==> config.mk <==
export PLATFORM = sky130hd
export DESIGN_NAME = sha256_msg_padder
export DESIGN_NICKNAME = d
export VERILOG_FILES = /design/src/rtl/sha256_msg_padder_pkg.sv /design/src/rtl/sha256_pad_word_gen.sv /design/src/rtl/sha256_msg_padder.sv
export SDC_FILE = /design/constraint.sdc
export NUM_CORES = 1
export LEC_CHECK = 0
export BUFFER_PORTS_ARGS = -buffer_cell sky130_fd_sc_hd__buf_2
export CAP_MARGIN = 20
export CORE_MARGIN = 3
export CORE_UTILIZATION = 48
export CTS_CLUSTER_SIZE = 14
export DETAILED_ROUTE_END_ITERATION = 16
export MAX_ROUTING_LAYER = met4
export PLACE_DENSITY = 0.75
export SLEW_MARGIN = 5
export SYNTH_ARGS = -nofsm -noshare
export SYNTH_HDL_FRONTEND = slang
export SYNTH_SLANG_ARGS = --single-unit
==> constraint.sdc <==
create_clock -name clk -period 5.5 [get_ports clk]
set_clock_uncertainty 0.2 [all_clocks]
set_input_delay 0.275 -clock clk [delete_from_list [all_inputs] [get_ports clk]]
set_output_delay 0.275 -clock clk [all_outputs]
set_load 0.01 [all_outputs]
==> src/rtl/sha256_msg_padder_pkg.sv <==
// Shared SHA-256 definitions for the message padder.
//   SHA256_BLOCK_WORDS : 64-bit words per 512-bit block
//   SHA256_PAD_BYTE    : terminator byte appended after the message
//   SHA256_LEN_W       : width of the trailing message bit-length field
//   pad_state_t        : padder FSM states
package sha256_msg_padder_pkg;

  localparam int          SHA256_BLOCK_WORDS = 8;
  localparam logic [7:0]  SHA256_PAD_BYTE    = 8'h80;
  localparam int          SHA256_LEN_W       = 64;

  // A whole word carrying only the terminator byte in its first byte lane.
  localparam logic [63:0] SHA256_PAD_WORD    = {SHA256_PAD_BYTE, 56'd0};

  typedef enum logic [2:0] {
    ST_FILL,
    ST_PAD,
    ST_ISSUE,
    ST_GUARD,
    ST_WAIT,
    ST_DONE
  } pad_state_t;

endpackage

==> src/rtl/sha256_pad_word_gen.sv <==
// Combinational last-word formatter.
// Keeps the first nbytes bytes of data (byte 0 in [63:56]), zeroes the rest
// and, when insert_pad is set, places the 0x80 terminator at byte nbytes.
// nbytes above 8 is treated as 8.
//   data       in  64  raw message word
//   nbytes     in  4   valid bytes, 0..8
//   insert_pad in  1   place the terminator directly after the valid bytes
//   word       out 64  masked/padded word
module sha256_pad_word_gen
  import sha256_msg_padder_pkg::*;
(
  input  logic [63:0] data,
  input  logic [3:0]  nbytes,
  input  logic        insert_pad,
  output logic [63:0] word
);

  logic [3:0] n_eff;
  assign n_eff = (nbytes > 4'd8) ? 4'd8 : nbytes;

  for (genvar gi = 0; gi < 8; gi++) begin : g_byte
    localparam logic [3:0] POS = 4'(gi);
    assign word[63-8*gi -: 8] = (POS < n_eff)                 ? data[63-8*gi -: 8] :
                                (insert_pad && (POS == n_eff)) ? SHA256_PAD_BYTE    :
                                                                 8'h00;
  end

endmodule

==> src/rtl/sha256_msg_padder.sv <==
// SHA-256 message padder / block sequencer.
// Accepts a 64-bit word stream, applies 0x80 + zero fill + 64-bit bit length,
// assembles 512-bit blocks and drives the core's init/next/ready protocol.
//   clk, rst_n           clock, asynchronous active-low reset
//   in_valid/in_ready    word handshake; in_data byte 0 in [63:56]
//   in_last, in_nbytes   final-word marker and its valid byte count (0..8)
//   core_init/core_next  one-cycle block start pulses (first / later blocks)
//   core_block           512-bit block, word 0 in [511:448]
//   core_ready           core idle
//   msg_done             one-cycle pulse, final block hashed
//   busy                 message in progress
module sha256_msg_padder
  import sha256_msg_padder_pkg::*;
#(
  parameter int GUARD_CYCLES = 1
) (
  input  logic         clk,
  input  logic         rst_n,
  input  logic         in_valid,
  output logic         in_ready,
  input  logic [63:0]  in_data,
  input  logic         in_last,
  input  logic [3:0]   in_nbytes,
  output logic         core_init,
  output logic         core_next,
  output logic [511:0] core_block,
  input  logic         core_ready,
  output logic         msg_done,
  output logic         busy
);

  localparam int GW = (GUARD_CYCLES > 1) ? $clog2(GUARD_CYCLES) : 1;

  pad_state_t              state_reg;
  logic [3:0]              idx_reg;       // next slot to write, 0..8
  logic [SHA256_LEN_W-1:0] len_reg;       // message length in bits, wraps
  logic                    first_reg;     // next issued block is the first
  logic                    final_reg;     // block in flight carries the length
  logic                    pend_reg;      // terminator still owed (last word was full)
  logic                    pad_done_reg;  // terminator placed with room left for length
  logic                    resume_reg;    // after the core finishes, keep padding
  logic [GW-1:0]           guard_reg;
  logic                    init_reg, next_reg, done_reg;
  logic [63:0]             slot_reg [SHA256_BLOCK_WORDS];

  logic [3:0]  nb_clamped;
  logic [63:0] last_word;

  assign nb_clamped = (in_nbytes > 4'd8) ? 4'd8 : in_nbytes;

  sha256_pad_word_gen u_word_gen (
    .data       (in_data),
    .nbytes     (nb_clamped),
    .insert_pad (nb_clamped != 4'd8),
    .word       (last_word)
  );

  for (genvar gi = 0; gi < SHA256_BLOCK_WORDS; gi++) begin : g_block
    assign core_block[511-64*gi -: 64] = slot_reg[gi];
  end

  // Gated by rst_n so the port reads 0 for the whole reset period.
  assign in_ready  = rst_n && (state_reg == ST_FILL);
  assign busy      = !((state_reg == ST_FILL) && (idx_reg == 4'd0) && first_reg);
  assign core_init = init_reg;
  assign core_next = next_reg;
  assign msg_done  = done_reg;

  always_ff @(posedge clk or negedge rst_n) begin
    if (!rst_n) begin
      state_reg    <= ST_FILL;
      idx_reg      <= 4'd0;
      len_reg      <= '0;
      first_reg    <= 1'b1;
      final_reg    <= 1'b0;
      pend_reg     <= 1'b0;
      pad_done_reg <= 1'b0;
      resume_reg   <= 1'b0;
      guard_reg    <= '0;
      init_reg     <= 1'b0;
      next_reg     <= 1'b0;
      done_reg     <= 1'b0;
      for (int i = 0; i < SHA256_BLOCK_WORDS; i++) slot_reg[i] <= '0;
    end else begin
      init_reg <= 1'b0;
      next_reg <= 1'b0;
      done_reg <= 1'b0;
      case (state_reg)
        ST_FILL: begin
          if (in_valid) begin
            idx_reg <= idx_reg + 4'd1;
            if (in_last) begin
              slot_reg[idx_reg[2:0]] <= last_word;
              len_reg      <= len_reg + {57'd0, nb_clamped, 3'd0};
              pend_reg     <= (nb_clamped == 4'd8);
              // A terminator in slot 7 leaves no room for the length.
              pad_done_reg <= (nb_clamped != 4'd8) && (idx_reg != 4'd7);
              state_reg    <= ST_PAD;
            end else begin
              slot_reg[idx_reg[2:0]] <= in_data;
              len_reg <= len_reg + 64'd64;
              if (idx_reg == 4'd7) begin
                final_reg  <= 1'b0;
                resume_reg <= 1'b0;
                state_reg  <= ST_ISSUE;
              end
            end
          end
        end
        ST_PAD: begin
          if (idx_reg == 4'd8) begin
            // Block full before the length fit: hash it, then pad a fresh block.
            final_reg  <= 1'b0;
            resume_reg <= 1'b1;
            state_reg  <= ST_ISSUE;
          end else if (pend_reg) begin
            slot_reg[idx_reg[2:0]] <= SHA256_PAD_WORD;
            pend_reg     <= 1'b0;
            pad_done_reg <= (idx_reg != 4'd7);
            idx_reg      <= idx_reg + 4'd1;
          end else if ((idx_reg == 4'd7) && pad_done_reg) begin
            slot_reg[7] <= len_reg;
            final_reg   <= 1'b1;
            resume_reg  <= 1'b0;
            state_reg   <= ST_ISSUE;
          end else begin
            slot_reg[idx_reg[2:0]] <= '0;
            idx_reg <= idx_reg + 4'd1;
          end
        end
        ST_ISSUE: begin
          if (core_ready) begin
            if (first_reg) init_reg <= 1'b1;
            else           next_reg <= 1'b1;
            first_reg <= 1'b0;
            guard_reg <= GW'(GUARD_CYCLES - 1);
            state_reg <= ST_GUARD;
          end
        end
        ST_GUARD: begin
          // core_ready may still read high right after the pulse.
          if (guard_reg == '0) state_reg <= ST_WAIT;
          else                 guard_reg <= guard_reg - GW'(1);
        end
        ST_WAIT: begin
          if (core_ready) begin
            if (final_reg) begin
              done_reg  <= 1'b1;
              state_reg <= ST_DONE;
            end else begin
              idx_reg <= 4'd0;
              if (resume_reg) begin
                // Terminator already emitted (or owed via pend_reg): the
                // fresh block ends in the length word.
                pad_done_reg <= 1'b1;
                resume_reg   <= 1'b0;
                state_reg    <= ST_PAD;
              end else begin
                state_reg <= ST_FILL;
              end
            end
          end
        end
        ST_DONE: begin
          len_reg      <= '0;
          first_reg    <= 1'b1;
          final_reg    <= 1'b0;
          pend_reg     <= 1'b0;
          pad_done_reg <= 1'b0;
          idx_reg      <= 4'd0;
          state_reg    <= ST_FILL;
        end
        default: state_reg <= ST_FILL;
      endcase
    end
  end

endmodule

# After elaboration in Yosys (flattened, before gate mapping)

Index checks and enable logic that the tools add are counted.
Widths: inputs -> output; s select.

Add/sub/neg operators: 4
Order comparisons: 12
Equality and inequality tests: 32
Mux-type cells: 89
Bitwise gates (word level): 6
Reduce and logical (&&, ||, !) cells: 36

Operators with widths:

| cell                  | number |
|---|---|
| $mux 512              | 4 |
| $bwmux 512            | 2 |
| $pmux 512 s2          | 1 |
| $and 512x512->512     | 1 |
| $not 512->512         | 1 |
| $and 504x504->504     | 1 |
| $not 504->504         | 1 |
| $mux 448              | 1 |
| $mux 64               | 4 |
| $demux 64 s3          | 1 |
| $mux 8                | 16 |
| $pmux 64 s2           | 1 |
| $add 64x7->64         | 1 |
| $add 64x7->64 const B | 1 |
| $mux 1                | 33 |
| $mux 4                | 8 |
| $mux 3                | 10 |
| $ne 2x2->1 const B    | 10 |
| $eq 3x4->1 const A    | 4 |
| $lt 3x4->1 const A    | 4 |
| $pmux 4 s4            | 1 |
| $reduce_and 8->1      | 2 |
| $pmux 3 s5            | 1 |
| $logic_and 1x1->1     | 14 |
| other kinds (35)      | 56 |

Register bits after elaboration: 592
Input bits: 73
Output and inout bits: 517
Logic and storage cells: 199

# Logic depth before layout (Yosys ltp)

Word-level depth: 12
Mapped depth: 11
Gate-level depth less buffers: 9

# Cells and area by module

From an unflattened synthesis, not the netlist that was laid out.

Cell total of the unflattened synthesis: 1941
Area, all modules: 25425.6 um^2

Modules (own cells, without submodules):

| module              | instances | cells each | area an instance (um^2) | sequential area each (um^2) |
|---|---|---|---|---|
| sha256_msg_padder   | 1         | 1845       | 24791.3                 | 14715.4 |
| sha256_pad_word_gen | 1         | 96         | 634.4                   | 0.0 |

# Least setup slack after synthesis

OpenSTA, ideal clock, no wires.

Path type: in2reg
Start point: input port in_nbytes[0]
End point: register len_reg[61]
Setup time: 0.078 ns
Data arrival time: 2.574 ns
Data required time: 5.222 ns
Setup slack: 2.648 ns
Stages: 10
Path buffers: 1
Path through: clkbuf_1 > nor2b_1 > ha_1 > inv_1 > fa_1 > nor2b_1 > o311a_1 > nand4_1 > or4_1 > a21oi_1

Word-level cells in the longest chain between the ends: 6

Ends and longest elaborated chain:

| what                 | RTL line                 | text |
|---|---|---|
| start, declared      | sha256_msg_padder.sv:23  | `input logic [3:0] in_nbytes,` |
| $gt 4x4->1           | sha256_msg_padder.sv:49  | `assign nb_clamped = (in_nbytes > 4'd8) ? 4'd8 : in_nbytes;` |
| $mux 4 *             | sha256_msg_padder.sv:49  |  |
| $add 64x7->64 *      | sha256_msg_padder.sv:94  | `len_reg <= len_reg + {57'd0, nb_clamped, 3'd0};` |
| $mux 64 *            | sha256_msg_padder.sv:92  | `if (in_last) begin` |
| $mux 64 *            | sha256_msg_padder.sv:90  | `if (in_valid) begin` |
| $pmux 64 s2 *        | sha256_msg_padder.sv:88  | `case (state_reg)` |
| end signal, assigned | sha256_msg_padder.sv:94  |  |
| end signal, assigned | sha256_msg_padder.sv:101 | `len_reg <= len_reg + 64'd64;` |
| end, declared        | sha256_msg_padder.sv:36  | `logic [SHA256_LEN_W-1:0] len_reg;` |

Every way passes the cells marked *; elsewhere a longest branch is shown, timed or not. The select of a mux whose other input is x is not followed.
A chain may end at the register's enable or synchronous reset.

# Final worst setup path

Start point: register state_reg[0]
End point: register slot_reg (netlist bit core_block[401])

Word-level cells in the longest chain between the ends: 3
Elaborated cells between the ends (all ways): 8
Classes of those cells: eq/ne (4); mux (1); reduce/logical (3)

Ends and longest elaborated chain:

| what                                                | RTL line                 | text |
|---|---|---|
| start, declared                                     | sha256_msg_padder.sv:34  | `pad_state_t state_reg;` |
| start signal, assigned                              | sha256_msg_padder.sv:71  | `state_reg <= ST_FILL;` |
| start signal, assigned                              | sha256_msg_padder.sv:98  | `state_reg <= ST_PAD;` |
| start signal, assigned                              | sha256_msg_padder.sv:105 | `state_reg <= ST_ISSUE;` |
| $eq 3x1->1 or $logic_not 3->1 (tied branches)       | sha256_msg_padder.sv:88  |  |
| $ne 3x3->1 (no source line) (tied with other cells) | -                        |  |
| $reduce_and 4->1 (no source line)                   | -                        |  |
| end signal, assigned by index                       | sha256_msg_padder.sv:93  | `slot_reg[idx_reg[2:0]] <= last_word;` |
| end signal, assigned by index                       | sha256_msg_padder.sv:100 | `slot_reg[idx_reg[2:0]] <= in_data;` |
| end, declared                                       | sha256_msg_padder.sv:44  | `logic [63:0] slot_reg [SHA256_BLOCK_WORDS];` |

Parallel ways exist; a longest one is shown, timed or not.

==> results.sh <==
export IMPL_rr_endpoint="core_block[401]$_DFFE_PN0P_"
export IMPL_maxSlewViolCount=0
export IMPL_drt_initial_drc_count=1770
export IMPL_gr_total_overflow=0
export IMPL_min_period_ns=3.82
export IMPL_setup_tns_ns=0
export IMPL_place_area_mm2=0.0271
export IMPL_syn_num_nets=2076
export IMPL_viasPerCell=6.11
export IMPL_p_per_area_mw_per_mm2=573
export IMPL_start_util_pct=49.0
export IMPL_hold_viol_final=0
export IMPL_dp_hpwl_um=54300
export IMPL_whs_ns=0.0226
export IMPL_grt_max_degree=183
export IMPL_path_clk_slew_ns=0.07
export IMPL_grt_pass1_vias=20100
export IMPL_synth_top_cell_area_share_pct=62.1
export IMPL_ios=590
export IMPL_start_kind="register"
export IMPL_routed_wl_um=82600
export IMPL_reg2reg_slack_ns=1.68
export IMPL_hold_path_depth=3
export IMPL_cts_tree="done"
export IMPL_synth_distinct_cells=66
export IMPL_fin_crit_sh_pct=69.4
export IMPL_wl_per_cell_um=25.2
export IMPL_synth_cells=1995
export IMPL_cap_violations=0
export IMPL_port_buffers=589
export IMPL_drive_gt1_share_pct=29.6
export IMPL_seq_area_mm2=0.0147
export IMPL_ir_worst_vdd_v=0.000337
export IMPL_ctsRootBufferMaster="clkbuf_16"
export IMPL_ys_flop_type="dfrtp_1"
export IMPL_p_leak_nw=14.4
export IMPL_area_growth_pct=26.0
export IMPL_synth_seq_area_share_pct=62.2
export IMPL_synth_top_cell_by_area="dfrtp_1"
export IMPL_grt_pass1_wl_um=126000
export IMPL_dieArea_mm2=0.0520
export IMPL_num_vias=20000
export IMPL_fin_nets=2645
export IMPL_gr_usage_all_layers_pct=31.9
export IMPL_rsz0062_at_grt="no"
export IMPL_status="finished, final reports clean"
export IMPL_synthTopCellsByCount="dfrtp_1 (587), o2bb2ai_1 (359), nand2_1 (229)"
export IMPL_drc_errors=0
export IMPL_path_class="reg2reg"
export IMPL_cts_setup_buffers=0
export IMPL_timing_rr_start="state_reg[0]$_DFFE_PN0P_"
export IMPL_cp_data_required_time_ns=5.82
export IMPL_die_w_um=228
export IMPL_largest_reg_flops=512
export IMPL_avgSynthCellArea_um2=11.9
export IMPL_setup_viol=0
export IMPL_htreeDepth=2
export IMPL_multi_input_area_mm2=0.00839
export IMPL_antenna_found_initial=5
export IMPL_clock_path_buffers=3
export IMPL_cts_sinks=588
export IMPL_rows=80
export IMPL_totalPowerFinal_mw=17.1
export IMPL_maxSlewHeadroom_pct=18.9
export IMPL_place_gp_congestion=0.886
export IMPL_synth_most_common_cell="dfrtp_1"
export IMPL_reg2reg_depth=6
export IMPL_fill_cells=3912
export IMPL_synth_seq_cells=588
export IMPL_ys_warn_count=0
export IMPL_min_to="core_block[419]$_DFFE_PN0P_"
export IMPL_synth_edf_count=0
export IMPL_synth_area_mm2=0.0237
export IMPL_synthTopCellsByArea="dfrtp_1 (62%), o2bb2ai_1 (13%), nand2_1 (3.6%)"
export IMPL_cts_inserted_buffers=59
export IMPL_die_y_um=228
export IMPL_arrival_ns=4.13
export IMPL_async_flop_share_pct=100
export IMPL_dr_pass1_iters=7
export IMPL_critPathCaptureType="register"
export IMPL_design_area_mm2=0.0298
export IMPL_core_area_mm2=0.0482
export IMPL_hold_start="in_data[35]"
export IMPL_final_antenna_net_count=0
export IMPL_critPathMaxFanout=31
export IMPL_max_freq_mhz=262
export IMPL_worst_slew_pin_slew_ns=1.22
export IMPL_clk_latency_ns=0.62
export IMPL_hp_class="in2reg"
## cells by family (layout without fill, tap and decap cells)
kind of cell	after synthesis	in the layout	share of synthesized area, %
AO/OA/AOI/OAI	703	703	22.7
flip-flops	588	588	62.2
other	0	6	0
buffers and inverters	180	796	2.90
XOR/XNOR	17	17	0.629
adder cells (fa/ha/maj)	8	8	0.455
AND/OR/NAND/NOR	466	466	9.50
multiplexers	33	33	1.57
## layout by cell type (no fill, tap or decap), drive strengths merged, types with 23 or more instances in the layout
cell type,instances
nand2,229
buf,612
clkbuf,80
o31ai,81
a32oi,40
dlygate4sd3,57
a21oi,68
nand3,28
o2bb2ai,359
or3,23
mux2,32
nand4,26
o21ai,105
dfrtp,587
nor2,59
## per-layer routing
layer | global-route usage (%) | up-vias | part of all wire [%]
met2 | 49.1 | 963 | 47
met1 | 42.0 | 10200 | 41
met4 | 12.3 | 0 | 4.2
li1 | - | 8674 | -
met3 | 6.52 | 201 | 7.5
met5 | - | - | 0
## per-stage QoR
stage | instances | setup slack (ns) | utilization (%)
after floorplan | 1995 | 2.65 | -
after global placement | 3098 | 1.68 | 56.2
after detailed placement | 3099 | 1.75 | 56.3
after CTS | 3264 | 1.71 | 61.6
after global routing | 3272 | 1.47 | 61.8
final | 3273 | 1.68 | 61.8
## timing repair
action	CTS	global route
endpoints found under the hold margin	428	0
gates resized for setup	0	0
hold buffers	57	0
setup endpoints to repair	0	0
## how the worst max path moves through the flow
stage,startpoint,end,slack [ns],cells after the start
after detailed placement,state_reg[0]$_DFFE_PN0P_,core_block[337]$_DFFE_PN0P_,1.75,6
after CTS,state_reg[0]$_DFFE_PN0P_,core_block[337]$_DFFE_PN0P_,1.71,6
final,state_reg[0]$_DFFE_PN0P_,core_block[401]$_DFFE_PN0P_,1.68,6
after global placement,idx_reg[0]$_DFFE_PN0P_,core_block[399]$_DFFE_PN0P_,1.68,7
after floorplan,in_nbytes[0],len_reg[61]$_DFFE_PN0P_,2.65,10
after global routing,state_reg[0]$_DFFE_PN0P_,core_block[337]$_DFFE_PN0P_,1.47,6
## cell type report
type                    instances  share of cell area [%]
flip-flops and latches        588                    49.4
multi-input cells            1227                    28.1
repair buffers                669                    12.7
clock buffers                  80                    5.66
well taps                     656                    2.75
clock inverters                28                    1.09
inverters                      19                   0.239
diodes                          6                  0.0504
## worst max-delay path: stages, from the launching register on
cell	delay [ns]
dfrtp_1	0.69
nor3_1	0.36
buf_4	0.22
and2_1	0.71
nand2_2	0.77
buf_4	0.51
o2bb2ai_1	0.22
## where the power goes
| group | total (mW) | internal (mW) | switching (mW) |
|---|---|---|---|
| Combinational | 5.86 | 2.43 | 3.44 |
| Clock | 4.22 | 2.47 | 1.75 |
| Sequential | 6.99 | 5.91 | 1.08 |
| Total | 17.1 | 10.8 | 6.27 |
Note: power is estimated with default switching activity, not from simulation.
